## src/rtl/cnn_pkg.sv

```systemverilog
// Shared definitions for the CNN output-nonlinearity datapath:
// mode encodings, default geometry and the lane-slice helper.
package cnn_pkg;

  localparam int DEF_WIDTH = 18;
  localparam int DEF_FRAC  = 8;

  localparam logic [1:0] MODE_CLAMP  = 2'b00;
  localparam logic [1:0] MODE_RELU   = 2'b01;
  localparam logic [1:0] MODE_BYPASS = 2'b10;

  function automatic int lane_lo(
    input int lane,
    input int width
  );
    return lane * width;
  endfunction

endpackage

```

## src/rtl/cnn_act_lane.sv

```systemverilog
// One lane of the activation datapath: |x+1| and |x-1| in stage 1,
// halved difference plus mode select and saturation flag in stage 2.
module cnn_act_lane
  import cnn_pkg::*;
#(
  parameter int WIDTH = DEF_WIDTH,
  parameter int FRAC  = DEF_FRAC
) (
  input  logic                    clk,
  input  logic                    rst_n,
  input  logic                    ld1,
  input  logic                    ld2,
  input  logic signed [WIDTH-1:0] x,
  input  logic [1:0]              mode,
  output logic signed [WIDTH-1:0] y,
  output logic                    sat
);

  localparam int XW = WIDTH + 2;
  localparam logic signed [XW-1:0] ONE = XW'(1) << FRAC;

  logic signed [XW-1:0]    xe;
  logic signed [XW-1:0]    pe;
  logic signed [XW-1:0]    me;
  logic signed [XW-1:0]    a_q;
  logic signed [XW-1:0]    b_q;
  logic signed [WIDTH-1:0] x_q;
  logic signed [WIDTH-1:0] c;
  logic signed [WIDTH-1:0] r;
  logic                    s;

  assign xe = {{2{x[WIDTH-1]}}, x};
  assign pe = xe + ONE;
  assign me = xe - ONE;

  always_ff @(posedge clk or negedge rst_n) begin
    if (!rst_n) begin
      a_q <= '0;
      b_q <= '0;
      x_q <= '0;
    end else if (ld1) begin
      a_q <= pe[XW-1] ? -pe : pe;
      b_q <= me[XW-1] ? -me : me;
      x_q <= x;
    end
  end

  // a-b spans [-2*ONE, 2*ONE], so the halved value always fits WIDTH
  assign c = WIDTH'((a_q - b_q) >>> 1);

  always_comb begin
    r = c;
    unique case (1'b1)
      mode == MODE_BYPASS: r = x_q;
      mode == MODE_RELU:   r = c[WIDTH-1] ? '0 : c;
      default:             r = c;
    endcase
  end

  assign s = (mode != MODE_BYPASS) && (r != x_q);

  always_ff @(posedge clk or negedge rst_n) begin
    if (!rst_n) begin
      y   <= '0;
      sat <= 1'b0;
    end else if (ld2) begin
      y   <= r;
      sat <= s;
    end
  end

endmodule

```

## src/rtl/cnn_act_pipe.sv

```systemverilog
// Multi-lane pipelined hard-clamp / ReLU / bypass activation unit.
// Optional saturation counter: define CNN_ACT_STATS_EN.
module cnn_act_pipe
  import cnn_pkg::*;
#(
  parameter int WIDTH = DEF_WIDTH,
  parameter int FRAC  = DEF_FRAC,
  parameter int LANES = 4
) (
  input  logic                   clk,
  input  logic                   rst_n,
  input  logic                   in_valid,
  output logic                   in_ready,
  input  logic [LANES*WIDTH-1:0] in_data,
  input  logic [1:0]             in_mode,
  output logic                   out_valid,
  input  logic                   out_ready,
  output logic [LANES*WIDTH-1:0] out_data,
  output logic [LANES-1:0]       out_sat
`ifdef CNN_ACT_STATS_EN
  ,
  input  logic                   clr_stats,
  output logic [31:0]            sat_count
`endif
);

  logic       s1_valid;
  logic       s2_valid;
  logic       ld1;
  logic       ld2;
  logic       en1;
  logic       en2;
  logic [1:0] mode_q;

  // a stage may load when empty or when its content leaves this edge
  assign ld2 = !s2_valid || out_ready;
  assign ld1 = !s1_valid || ld2;
  assign en1 = ld1 && in_valid;
  assign en2 = ld2 && s1_valid;

  assign in_ready  = ld1;
  assign out_valid = s2_valid;

  always_ff @(posedge clk or negedge rst_n) begin
    if (!rst_n) begin
      s1_valid <= 1'b0;
      s2_valid <= 1'b0;
      mode_q   <= MODE_CLAMP;
    end else begin
      if (ld1) s1_valid <= in_valid;
      if (ld2) s2_valid <= s1_valid;
      if (en1) mode_q <= (in_mode == 2'b11) ? MODE_CLAMP : in_mode;
    end
  end

  for (genvar i = 0; i < LANES; i++) begin : g_lane
    cnn_act_lane #(
      .WIDTH (WIDTH),
      .FRAC  (FRAC)
    ) u_lane (
      .clk   (clk),
      .rst_n (rst_n),
      .ld1   (en1),
      .ld2   (en2),
      .x     (in_data[lane_lo(i, WIDTH) +: WIDTH]),
      .mode  (mode_q),
      .y     (out_data[lane_lo(i, WIDTH) +: WIDTH]),
      .sat   (out_sat[i])
    );
  end

`ifdef CNN_ACT_STATS_EN
  localparam int PW = $clog2(LANES + 1);

  logic [PW-1:0] pop;
  logic [32:0]   sum;

  always_comb begin
    pop = '0;
    for (int i = 0; i < LANES; i++) begin
      pop = pop + PW'(out_sat[i]);
    end
  end

  assign sum = {1'b0, sat_count} + 33'(pop);

  always_ff @(posedge clk or negedge rst_n) begin
    if (!rst_n) begin
      sat_count <= '0;
    end else if (clr_stats) begin
      sat_count <= '0;
    end else if (out_valid && out_ready) begin
      sat_count <= sum[32] ? '1 : sum[31:0];
    end
  end
`endif

endmodule

```

## config.mk

```make
export PLATFORM = sky130hd
export DESIGN_NAME = cnn_act_pipe
export DESIGN_NICKNAME = d
export VERILOG_FILES = /design/src/rtl/cnn_pkg.sv /design/src/rtl/cnn_act_lane.sv /design/src/rtl/cnn_act_pipe.sv
export SDC_FILE = /design/constraint.sdc
export NUM_CORES = 1
export LEC_CHECK = 0
export ABC_AREA = 0
export CAP_MARGIN = 40
export CORE_AREA = 2 2 302 304
export DETAILED_ROUTE_END_ITERATION = 7
export DIE_AREA = 0 0 304 306
export GPL_ROUTABILITY_DRIVEN = 0
export MAX_ROUTING_LAYER = met4
export PLACE_DENSITY = 0.39
export SLEW_MARGIN = 20
export SYNTH_ARGS = -nofsm -noshare
export SYNTH_HDL_FRONTEND = slang
export SYNTH_HIERARCHICAL = 1
export SYNTH_SLANG_ARGS = --single-unit
```

## constraint.sdc

```tcl
create_clock -name clk -period 3.6 [get_ports clk]
set_input_delay 0.54 -clock clk [delete_from_list [all_inputs] [get_ports clk]]
set_output_delay 0.54 -clock clk [all_outputs]
set_load 0.03 [all_outputs]
```

==> impl_results.md <==
- Vias in the first global route: 19500
- Crit share post-route: 93.3%
- Die width: 304 um
- Maximum vdd drop: 0.373 mV
- Slew headroom: 42.8%
- WHS: -0.948 ps
- First-pass GRT wire length: 117000 um
- Violated checks: negative hold slack
- Router iterations before antenna repair: 5
- Final nets: 2927
- Worst setup EP type: flop
- HPWL reported at the end of detailed placement: 57600 um
- Sink Count: 296
- Initial Util: 24.9%
- Final Non-Filler Cells: 3957
- Final setup viols: 0
- P&R area growth vs syn: 19.8%
- CTS tree: done
- IO Pins: 156
- DRC: 0
- Commonest non-fill, non-tap cell in the layout: nor2_1
- Psw: 7.71 mW
- Register area share after synthesis: 33.3%
- Share of cells above drive strength 1: 12.4%
- Pin count of the biggest net entering global routing: 88
- Crit path DAT: 3800 ps
- Max H-tree Level: 2
- Antenna Nets Post-Route: 0
- Inst Count DP: 3881
- Post-CTS Setup Bufs: 0
- Routed len/inst: 18.9 um
- Leading area contributor after synthesis: dfrtp_1
- RSZ-0062 raised after global routing: false
- CP max stage cell: ha_1
- Synth Register Bits: 296
- Syn_area_per_cell: 8.48 um^2
- Synth Warn #: 6
- Clk root buf: clkbuf_16
- Gate Count Post-Synth: 2627
- DP Worst Slack: 169 ps
- Via density: 4.91
- # rows: 110
- Internal power: 10.4 mW
- Crit-path leading delay family: compound AO/OA/AOI/OAI gates
- Post-synth EDFFs: 0
- Ys async rst share: 100%
- Routed Wire Length: 74800 um
- Core footprint: 89600 um^2
- Clk slew on worst S/H paths: 60 ps
- Post-placement cell area: 25200 um^2
- Finished Core Util: 29.8%
- Outcome: finished with violations
- Worst path cell trace: ha_1, nand4_1, or3_1, a2111oi_2, or3_4, mux2_4, a221oi_2, o2111ai_1, o311ai_1, nand3_1
- Synth top area share: 33.3%
- Clk pwr share: 24.7%
- CTS Buffer Depth: 3
- Worst-Skew Late Latency: 580 ps
- Post-Syn Area: 22300 um^2
- CP Data Required Time: 4040 ps
- Setup WS post-layout: 243 ps
- I/O Buffers: 155
- Min Clock Period, post-route: 3360 ps
- Pwr/cell area: 678 nW/um^2
- Syn_nets: 2805
- Most frequent cells in the layout: nor2_1 (324), dfrtp_1 (296), a21oi_1 (268)
- Top post-synthesis cells by area: dfrtp_1 (33%), a21oi_1 (6.0%), xnor2_1 (5.7%)
- Vias: 19400
- Fmax: 298 MHz
- Top_reg_cell synth: dfrtp_1
- Worst-margin pin slew: 858 ps
- Clock skew: 14.3 ps
- Initial DRC Count: 1221
- Crit path max fanout: 9
- CP max stage delay: 490 ps
- CTS Buf Count: 42
- Slew Viols, Final: 0
- Post-synth cell types: 77
- Design area: 26700 um^2
- Layout fillers: 9473
- Leakage: 10.9 nW
- Initial antenna violation count: 1
- Sequential power share: 26.0%
- Startpoint Class: flop
- Final Hold Vio Count: 1
- Comb power frac: 49.2%
- Setup_tns: 0 ps
- GRT overflow: 0
- Pwr Total: 18.1 mW
- Critical setup path kind: reg2reg
- Max Cap Violations: 0
- Critical path buffer and inverter count: 0
- Worst path depth: 10
- DIE HEIGHT: 306 um
- Worst r2r path cells: 10
- Antenna cells: 0
- Full die area: 93000 um^2
- Overall fraction of global-route tracks in use: 16.3%
- Sw frac: 42.6%
- Hold/Removal Path Class: in2async
[repair_timing]
item	in CTS	in global routing
endpoints found under the setup margin	0	1
resized for setup	0	2
hold buffers	0	0
endpoints found under the hold margin	0	0
[cell usage after synthesis, types with 12 or more instances]
master     number
a211oi_1       16
a21o_1         12
a21oi_1       268
a21oi_2        12
a22oi_1        36
a31oi_1        12
and2_1         21
buf_1          16
buf_2          20
buf_4          28
clkbuf_1       76
dfrtp_1       296
ha_1          100
inv_1         153
mux2_2         80
mux2i_1        20
nand2_1       220
nand2b_1       34
nand3_1        56
nand4_1        16
nor2_1        324
nor2b_1        14
nor3_1         40
nor4_1         12
o2111ai_1      12
o211ai_1       16
o21a_1         28
o21ai_0       160
o21ai_1        12
o21bai_1       12
o22a_1         12
o31ai_1        20
or2_2          20
or3_1          28
or3_4          12
xnor2_1       144
xor2_1         88
[power by group through the flow]
stage               clock network [mW]  logic [mW]  registers (mW)
global placement                     0        8.89            4.77
global route                      4.75        9.74            4.83
finish                            4.48        8.91            4.72
detailed placement                   0        8.91            4.78
CTS                               4.66        8.96            4.74
floorplan                            0        5.41            5.28
[path summary, 6_finish.rpt]
path	start	to	slack [ps]
worst max register to register	g_lane[1].u_lane/a_q[11]	g_lane[1].u_lane/sat	240
worst min register to register	g_lane[2].u_lane/a_q[11]	g_lane[2].u_lane/a_q[11]	520
min in group clk	g_lane[2].u_lane/a_q[11]	g_lane[2].u_lane/a_q[11]	520
worst max-delay path	g_lane[1].u_lane/a_q[11]	g_lane[1].u_lane/sat	240
worst min-delay path	rst_n	g_lane[2].u_lane/b_q[5]	-0.9
max in group asynchronous	rst_n	g_lane[1].u_lane/b_q[6]	2680
[registers in the layout, summed over array words and instances, names as in the netlist]
signal / flops
mode_q: 2
out_valid: 1
s1_valid: 1
g_lane.u_lane/b_q: 72
g_lane.u_lane/sat: 4
g_lane.u_lane/x_q: 68
g_lane.u_lane/a_q: 76
g_lane.u_lane/y: 72
[cell families (layout without fill, tap and decap cells)]
logic type / Yosys count / in the layout / synth area share, %
mux: 106 / 106 / 5.35
fa+ha+maj: 100 / 100 / 5.62
buf+inv: 301 / 455 / 5.93
simple gates: 848 / 848 / 18.5
compound gates: 740 / 740 / 21.9
flops: 296 / 296 / 33.3
xor+xnor: 236 / 236 / 9.53
[layer usage]
metal	vias up	wire length (um)	global-route usage, %
met3	90	3220	2.50
met1	9508	35700	21.8
met5	-	0	-
met2	408	34200	25.8
met4	0	1570	4.03
li1	9437	-	-
[layout make-up]
class	count	area (um^2)	area share (%)
multi-input cells	2030	13600	50.8
flip-flops and latches	296	7410	27.8
repair buffers	226	2190	8.20
well taps	1176	1470	5.51
clock buffers	62	1270	4.76
inverters	153	582	2.18
clock inverters	14	209	0.783
Note: power is estimated with default switching activity, not from simulation.
